$ cat src/rtl/spmv_pkg.sv
// Shared types and sizes for the CSR sparse matrix-vector multiply sequencer.
package spmv_pkg;

  localparam int N_ROWS = 16;
  localparam int IDX_W  = 8;
  localparam int ROW_W  = $clog2(N_ROWS);

  typedef enum logic [1:0] {
    IDLE,
    LOAD,
    RUN,
    DRAIN
  } state_t;

  // One issued token: an element of a row, or the marker of an empty row.
  typedef struct packed {
    logic             valid;
    logic             zero;
    logic             first;
    logic             last;
    logic [ROW_W-1:0] row;
  } tag_t;

endpackage

$ cat src/rtl/spmv_tag_pipe.sv
// Two-stage tag delay line matching the fixed latency of the value/column and x memories.
module spmv_tag_pipe
  import spmv_pkg::*;
(
  input  logic clk,
  input  logic rst_n,
  input  tag_t tag_in,
  output tag_t stage1,
  output tag_t stage2
);

  // NOTE: sequential state uses non-blocking assignments so both stages shift on the same edge.
  always_ff @(posedge clk or negedge rst_n) begin
    if (!rst_n) begin
      stage1 <= '0;
      stage2 <= '0;
    end else begin
      stage1 <= tag_in;
      stage2 <= stage1;
    end
  end

endmodule

$ cat src/rtl/spmv_ctrl.sv
// CSR row-pointer walker: issues nnz reads, x-vector reads and row-aligned MAC tags.
module spmv_ctrl
  import spmv_pkg::*;
(
  input  logic                        i_clk,
  input  logic                        i_rstn,
  input  logic                        i_start,
  input  logic [(N_ROWS+1)*IDX_W-1:0] i_row_ptr,
  input  logic                        i_stall,
  input  logic [IDX_W-1:0]            i_col_idx,
  output logic                        o_rd_en,
  output logic [IDX_W-1:0]            o_rd_addr,
  output logic                        o_x_rd_en,
  output logic [IDX_W-1:0]            o_x_addr,
  output logic                        o_mac_valid,
  output logic                        o_mac_first,
  output logic                        o_mac_last,
  output logic                        o_mac_zero,
  output logic [ROW_W-1:0]            o_mac_row,
  output logic [IDX_W-1:0]            o_count,
  output logic                        o_busy,
  output logic                        o_done,
  output logic                        o_err
);

  state_t           state, state_nxt;
  logic [IDX_W-1:0] row_ptr [N_ROWS+1];
  logic [ROW_W-1:0] r, r_nxt;
  logic [ROW_W:0]   r_ext;
  logic [IDX_W-1:0] k, k_nxt;
  logic [IDX_W-1:0] lo, hi;
  logic [IDX_W-1:0] count;
  logic             busy, busy_nxt, done, done_nxt, err, err_nxt;
  logic             ptr_bad, advance, accept;
  tag_t             issue, stage1, stage2;

  assign accept = (state == IDLE) && i_start;
  assign r_ext  = {1'b0, r};
  assign lo     = row_ptr[r_ext];
  assign hi     = row_ptr[r_ext + 1'b1];

  always_comb begin
    ptr_bad = 1'b0;
    for (int j = 0; j < N_ROWS; j++)
      if (row_ptr[j+1] < row_ptr[j]) ptr_bad = 1'b1;
  end

  // NOTE: every signal written here gets a default first, so no path can infer a latch.
  always_comb begin
    state_nxt = state;
    r_nxt     = r;
    k_nxt     = k;
    busy_nxt  = busy;
    done_nxt  = 1'b0;
    err_nxt   = 1'b0;
    advance   = 1'b0;
    issue     = '0;
    case (state)
      IDLE: if (i_start) begin
        state_nxt = LOAD;
        busy_nxt  = 1'b1;
      end
      LOAD: begin
        r_nxt = '0;
        k_nxt = row_ptr[0];
        if (ptr_bad) begin
          err_nxt   = 1'b1;
          state_nxt = DRAIN;
        end else begin
          state_nxt = RUN;
        end
      end
      RUN: if (!i_stall) begin
        issue.valid = 1'b1;
        issue.row   = r;
        if (lo == hi) begin
          issue.zero = 1'b1;
          advance    = 1'b1;
        end else begin
          issue.first = (k == lo);
          issue.last  = (k == hi - 1'b1);
          k_nxt       = k + 1'b1;
          advance     = issue.last;
        end
        if (advance) begin
          r_nxt = r + 1'b1;
          if (r == ROW_W'(N_ROWS - 1)) state_nxt = DRAIN;
        end
      end
      // Once stage 1 is empty the final tag sits in stage 2, so done lands one cycle after it.
      DRAIN: if (!stage1.valid) begin
        state_nxt = IDLE;
        busy_nxt  = 1'b0;
        done_nxt  = 1'b1;
      end
      default: state_nxt = IDLE;
    endcase
  end

  always_ff @(posedge i_clk or negedge i_rstn) begin
    if (!i_rstn) begin
      state <= IDLE;
      r     <= '0;
      k     <= '0;
      count <= '0;
      busy  <= 1'b0;
      done  <= 1'b0;
      err   <= 1'b0;
    end else begin
      state <= state_nxt;
      r     <= r_nxt;
      k     <= k_nxt;
      busy  <= busy_nxt;
      done  <= done_nxt;
      err   <= err_nxt;
      if (accept)           count <= '0;
      else if (o_mac_valid) count <= count + 1'b1;
    end
  end

  // NOTE: the pointer copy is not reset; it is only read after a start has loaded it.
  always_ff @(posedge i_clk) begin
    if (accept)
      for (int j = 0; j <= N_ROWS; j++) row_ptr[j] <= i_row_ptr[j*IDX_W +: IDX_W];
  end

  spmv_tag_pipe u_tag_pipe (
    .clk    (i_clk),
    .rst_n  (i_rstn),
    .tag_in (issue),
    .stage1 (stage1),
    .stage2 (stage2)
  );

  assign o_rd_en     = issue.valid & ~issue.zero;
  assign o_rd_addr   = o_rd_en ? k : '0;
  assign o_x_rd_en   = stage1.valid & ~stage1.zero;
  assign o_x_addr    = o_x_rd_en ? i_col_idx : '0;
  assign o_mac_valid = stage2.valid & ~stage2.zero;
  assign o_mac_zero  = stage2.valid & stage2.zero;
  assign o_mac_first = o_mac_valid & stage2.first;
  assign o_mac_last  = o_mac_valid & stage2.last;
  assign o_mac_row   = stage2.row;
  assign o_count     = count;
  assign o_busy      = busy;
  assign o_done      = done;
  assign o_err       = err;

endmodule

$ cat config.mk
export PLATFORM = sky130hd
export DESIGN_NAME = spmv_ctrl
export DESIGN_NICKNAME = d
export VERILOG_FILES = /design/src/rtl/spmv_pkg.sv /design/src/rtl/spmv_tag_pipe.sv /design/src/rtl/spmv_ctrl.sv
export SDC_FILE = /design/constraint.sdc
export NUM_CORES = 1
export LEC_CHECK = 0
export CAP_MARGIN = 20
export CORE_ASPECT_RATIO = 0.5
export CORE_MARGIN = 4
export CORE_UTILIZATION = 41
export DETAILED_ROUTE_END_ITERATION = 10
export GPL_TIMING_DRIVEN = 0
export PLACE_DENSITY = 0.7
export REMOVE_ABC_BUFFERS = 1
export SLEW_MARGIN = 40
export SYNTH_ARGS = -nofsm -noshare
export SYNTH_HDL_FRONTEND = slang
export SYNTH_SLANG_ARGS = --single-unit
export TNS_END_PERCENT = 100
$ cat constraint.sdc
create_clock -name i_clk -period 5.8 [get_ports i_clk]
set_clock_uncertainty 0.2 [all_clocks]
set_input_delay 0.58 -clock i_clk [delete_from_list [all_inputs] [get_ports i_clk]]
set_output_delay 0.58 -clock i_clk [all_outputs]
set_load 0.05 [all_outputs]
; Word-level counts from Yosys, hierarchy flattened
; Memories as Yosys holds them, arrays and structs flattened.
; Index checks and enable logic that the tools add are counted.
[classes]
n_addsub = 5
n_lt_le_gt_ge = 16
eq_ne = 13
n_mux = 49
n_bitwise = 9
n_reduce_logical = 9
[op_table]
columns = op, n
row1 = $lt 8x8->1, 16
row2 = $mux 8, 8
row3 = $mux 1, 29
row4 = $eq 8x8->1, 3
row5 = $add 8x1->8 const B, 2
row6 = $pmux 8 s2, 1
row7 = $mux 2, 6
row8 = $ne 2x2->1 const B, 6
row9 = $reduce_and 3->1, 3
row10 = $mux 4, 2
row11 = $pmux 2 s4, 1
row12 = $pmux 4 s2, 1
row13 = $sub 8x1->8 const B, 1
row14 = $and 1x1->1, 6
row15 = $reduce_bool 2->1, 3
row16 = $add 4x1->5 const B, 1
row17 = $reduce_and 5->1, 1
row18 = $add 4x1->4 const B, 1
row19 = $eq 2x2->1 const B, 2
row20 = $eq 4x4->1 const B, 1
row21 = $not 1->1, 3
row22 = $eq 2x1->1 const B, 1
row23 = $logic_not 2->1, 1
row24 = $pmux 1 s2, 1
row25 = $logic_and 1x1->1, 1
[word_totals]
reg_bits = 41
mem_bits_rw = 136
input_bits = 148
mem_count = 1
[mem_list]
columns = memory, words, word_bits, read_ports, rd_ports_with_merged_regs, write_ports, line
row1 = row_ptr, 17, 8, 19, 0, 17, spmv_ctrl.sv:27  ; logic [IDX_W-1:0] row_ptr [N_ROWS+1];

; Longest topological paths before layout
; An unclocked memory read counts as a cell.
[depth]
depth_word = 20
depth_mapped = 19

; Hierarchy
; A second synthesis with hierarchy kept.
[unflattened]
cells_unflattened = 978
area_unflattened_um2 = 11910.2
[modules_own_cells]
columns = module, n_inst, cells_each, area_per_inst_um2
row1 = spmv_ctrl, 1, 962, 11509.8
row2 = spmv_tag_pipe, 1, 16, 400.4

; Worst setup path before layout
; Ideal clock, no wire load.
[synth_path]
path_type = register to register
startpoint = register state[0]
endpoint = memory row_ptr[0][0], enable pin
setup_time_ns = 0.555
arrival_time_ns = 4.656
slack_ns = 0.390
stages_incl_launch_ff = 5
cell_sequence = dfrtp_1 > inv_1 > ha_1 > and2_1 > clkbuf_1
[synth_rtl]
columns = item, line
row1 = "start, declared", spmv_ctrl.sv:26  ; state_t state, state_nxt;
row2 = "start signal, assigned", spmv_ctrl.sv:110  ; state <= state_nxt;
row3 = "end, declared", spmv_ctrl.sv:27

; Worst setup path in the final report
[layout_path]
startpoint = register r[0]
endpoint = output o_rd_addr[7]
[layout_between]
elab_chain_cells = 9
[layout_lines]
columns = item, line
row1 = "start, declared", spmv_ctrl.sv:28  ; logic [ROW_W-1:0] r, r_nxt;
row2 = "start signal, assigned", spmv_ctrl.sv:111  ; r <= r_nxt;
row3 = $add 4x1->5, spmv_ctrl.sv:40  ; assign hi = row_ptr[r_ext + 1'b1];
row4 = $mem_v2 17x8 (*), n/a
row5 = $eq 8x8->1 (*), spmv_ctrl.sv:76  ; if (lo == hi) begin
row6 = $mux 1 (*), spmv_ctrl.sv:76
row7 = $mux 8 (*), spmv_ctrl.sv:73  ; RUN: if (!i_stall) begin
row8 = $mux 8 (*), spmv_ctrl.sv:58  ; case (state)
row9 = $not 1->1 (*), spmv_ctrl.sv:135  ; assign o_rd_en = issue.valid & ~issue.zero;
row10 = $and 1x1->1 (*), spmv_ctrl.sv:135
row11 = $mux 8 (*), spmv_ctrl.sv:136  ; assign o_rd_addr = o_rd_en ? k : '0;
row12 = "end, declared", spmv_ctrl.sv:12  ; output logic [IDX_W-1:0] o_rd_addr,
; Every way passes the cells marked *; elsewhere a longest branch is shown, timed or not.

==> results.json <==
{
  "synth_top_flop_cell": "edfxtp_1",
  "critPathArrivalTime_ns": 4.72,
  "placed_area_mm2": 0.0140,
  "wl_per_cell_um": 21.2,
  "area_growth_pct": 25.9,
  "cts.htree.levels": 4,
  "synth_top_area_share": 0.348,
  "first_pass_iters": 5,
  "grtUsageTotal": 0.213,
  "setup_viol": 0,
  "post-place-ws_ns": -0.763,
  "clockBufferDepth": 2,
  "diodes": 0,
  "cts-root-buf": "clkbuf_16",
  "maxCapViolations": 0,
  "required_ns": 5.02,
  "fmax_mhz": 182,
  "start_util": 0.420,
  "tightest_slew_ns": 0.833,
  "drv_slew": 0,
  "finalCritPeriodShare": 0.948,
  "drt_wl_total_um": 32800,
  "numCtsBuffers": 17,
  "fin_area_mm2": 0.0148,
  "startpoint_type": "register",
  "syn_avg_cell_area_um2": 12.2,
  "setup_ws_ns": 0.303,
  "drive_gt1_frac": 0.138,
  "fill_cells": 2388,
  "yosysTopAreaCell": "edfxtp_1",
  "synth.cell_area_mm2": 0.0118,
  "place_hpwl_um": 25600,
  "die_w_um": 247,
  "vias": 8760,
  "power_density_mw_per_mm2": 310,
  "peakVddDrop_mv": 0.228,
  "crit_fanout": 38,
  "final_nets": 1419,
  "yosys_warnings": 0,
  "synth_async_sr_flop_share": 0.232,
  "setup.worst_path.end_class": "primary output",
  "synth_common_cells": "edfxtp_1, inv_1, ha_1, mux4_2, dfrtp_1",
  "insertion_delay_ns": 0.46,
  "die-area_mm2": 0.0316,
  "ioPinCount": 185,
  "hold_viol": 0,
  "synth_cells": 967,
  "place_congestion": 0.898,
  "min_path_type": "reg -> reg",
  "ant_nets": 0,
  "grt_pass1_vias": 8710,
  "clkSlewWorstSetupHoldPaths_ns": 0.07,
  "cts_sinks": 177,
  "p_leak_nw": 5.93,
  "synth-seq-cells": 177,
  "yosysMostFrequentCell": "edfxtp_1",
  "ys_types": 74,
  "initialDrtViolationCount": 1023,
  "rows": 43,
  "core_mm2": 0.0280,
  "slew_headroom": 0.445,
  "cts_tree": "yes",
  "synthTopCellsByArea": "edfxtp_1, mux4_2, ha_1",
  "grt_pass1_wl_um": 50800,
  "synth-edff-count": 136,
  "status": "completed",
  "grt_max_degree": 48,
  "criticalPathCategory": "reg -> out",
  "route.detailed.drc": 0,
  "rsz0062_at_grt": "no",
  "fp.dieH_um": 128,
  "drt-vias-per-instance": 5.67,
  "grt.overflow.total": 0,
  "finalCriticalPeriod_ns": 5.50,
  "portBuffers": 184,
  "seq_area_frac_synth": 0.435,
  "antenna_found_initial": 2
}
## flip-flops by register name, indices dropped and copies added, names as in the netlist
register,cells
state,2
r,4
o_err,1
o_busy,1
row_ptr,136
o_done,1
u_tag_pipe.stage2,8
k,8
o_count,8
u_tag_pipe.stage1,8
## layer usage
layer | part of all wire | vias to the layer above | wire (um) | global-route usage
met5 | 0 | - | 0 | 0
met4 | 0.014 | 0 | 472 | 0.0444
met3 | 0.088 | 37 | 2900 | 0.0451
met2 | 0.47 | 316 | 15400 | 0.338
met1 | 0.43 | 4403 | 14000 | 0.304
li1 | - | 4004 | - | -
## worst max-delay path: stages (launching register included)
cell	delay, ns
dfrtp_4	0.52
buf_12	0.20
buf_12	0.19
ha_4	0.32
buf_4	0.17
buf_4	0.15
mux4_2	0.50
mux2i_2	0.27
nor3_1	0.12
nor3_2	0.37
xnor2_1	0.19
nor3_2	0.08
a31o_2	0.32
buf_4	0.16
nor2_1	0.12
dlygate4sd2_1	0.54
## worst paths after layout
| check | endpoint | startpoint | cells past startpoint | slack [ns] |
|---|---|---|---|---|
| hold / removal | u_tag_pipe.stage2[4] | u_tag_pipe.stage1[4] | 0 | 0.15 |
| hold reg to reg | u_tag_pipe.stage2[4] | u_tag_pipe.stage1[4] | 0 | 0.15 |
| max in group asynchronous | r[0] | i_rstn | 2 | 4.56 |
| setup reg to reg | state[1] | r[0] | 18 | 0.43 |
| min in group asynchronous | o_done | i_rstn | 2 | 0.44 |
| setup / recovery | o_rd_addr[7] | r[0] | 15 | 0.30 |
## kinds of logic (layout without fill, tap and decap cells)
group,Yosys count,in the layout,synth area share
compound gates,153,153,0.0928
flops,177,177,0.435
xor+xnor,30,30,0.0224
fa+ha+maj,121,121,0.129
buf+inv,168,364,0.0591
mux,92,92,0.155
simple gates,226,226,0.107
## where the power goes
group	switching, mW	internal, mW
logic	0.880	0.714
clock network	0.526	0.607
registers	0.239	1.62
total	1.65	2.94
## repair_timing
| action | CTS | global route |
|---|---|---|
| setup buffers | 9 | 3 |
| setup endpoints to repair | 15 | 11 |
| resized for setup | 22 | 8 |
| hold buffers | 1 | 0 |
| hold endpoints to repair | 41 | 0 |
| pin swaps | 2 | 2 |
## final cells by class
class / instances / area, um2 / area share
Multi-Input combinational cell: 622 / 6060 / 0.410
Sequential cell: 177 / 5120 / 0.346
Timing Repair Buffer: 204 / 2090 / 0.141
Inverter: 128 / 483 / 0.0326
Tap cell: 382 / 478 / 0.0323
Clock buffer: 18 / 439 / 0.0297
Clock inverter: 14 / 130 / 0.00879
## stage by stage
stage	TNS [ns]	util	std cells	hold WS [ns]	total power [mW]
finish	0	0.529	1545	0.149	4.59
global route	0	0.529	1545	0.166	4.86
CTS	0	0.527	1542	0.154	4.59
detailed placement	-7.04	0.502	1500	0.135	3.44
global placement	-167.47	0.495	1493	0.135	3.39
floorplan	-36.82	-	927	0.0844	2.87
## cells in the final DEF, fill, tap and decap left out, types with 24 or more instances in the layout
master and count:
a21o_1 24, a21oi_1 25, clkdlybuf4s50_1 174, dfrtp_1 37
edfxtp_1 136, ha_1 120, inv_1 126, mux4_2 71
nand2_1 31, nand2b_1 29, nor2_1 33, nor2b_1 27
nor3_1 31, o21ai_0 35
No activity file was read; power rests on OpenSTA's default activity.
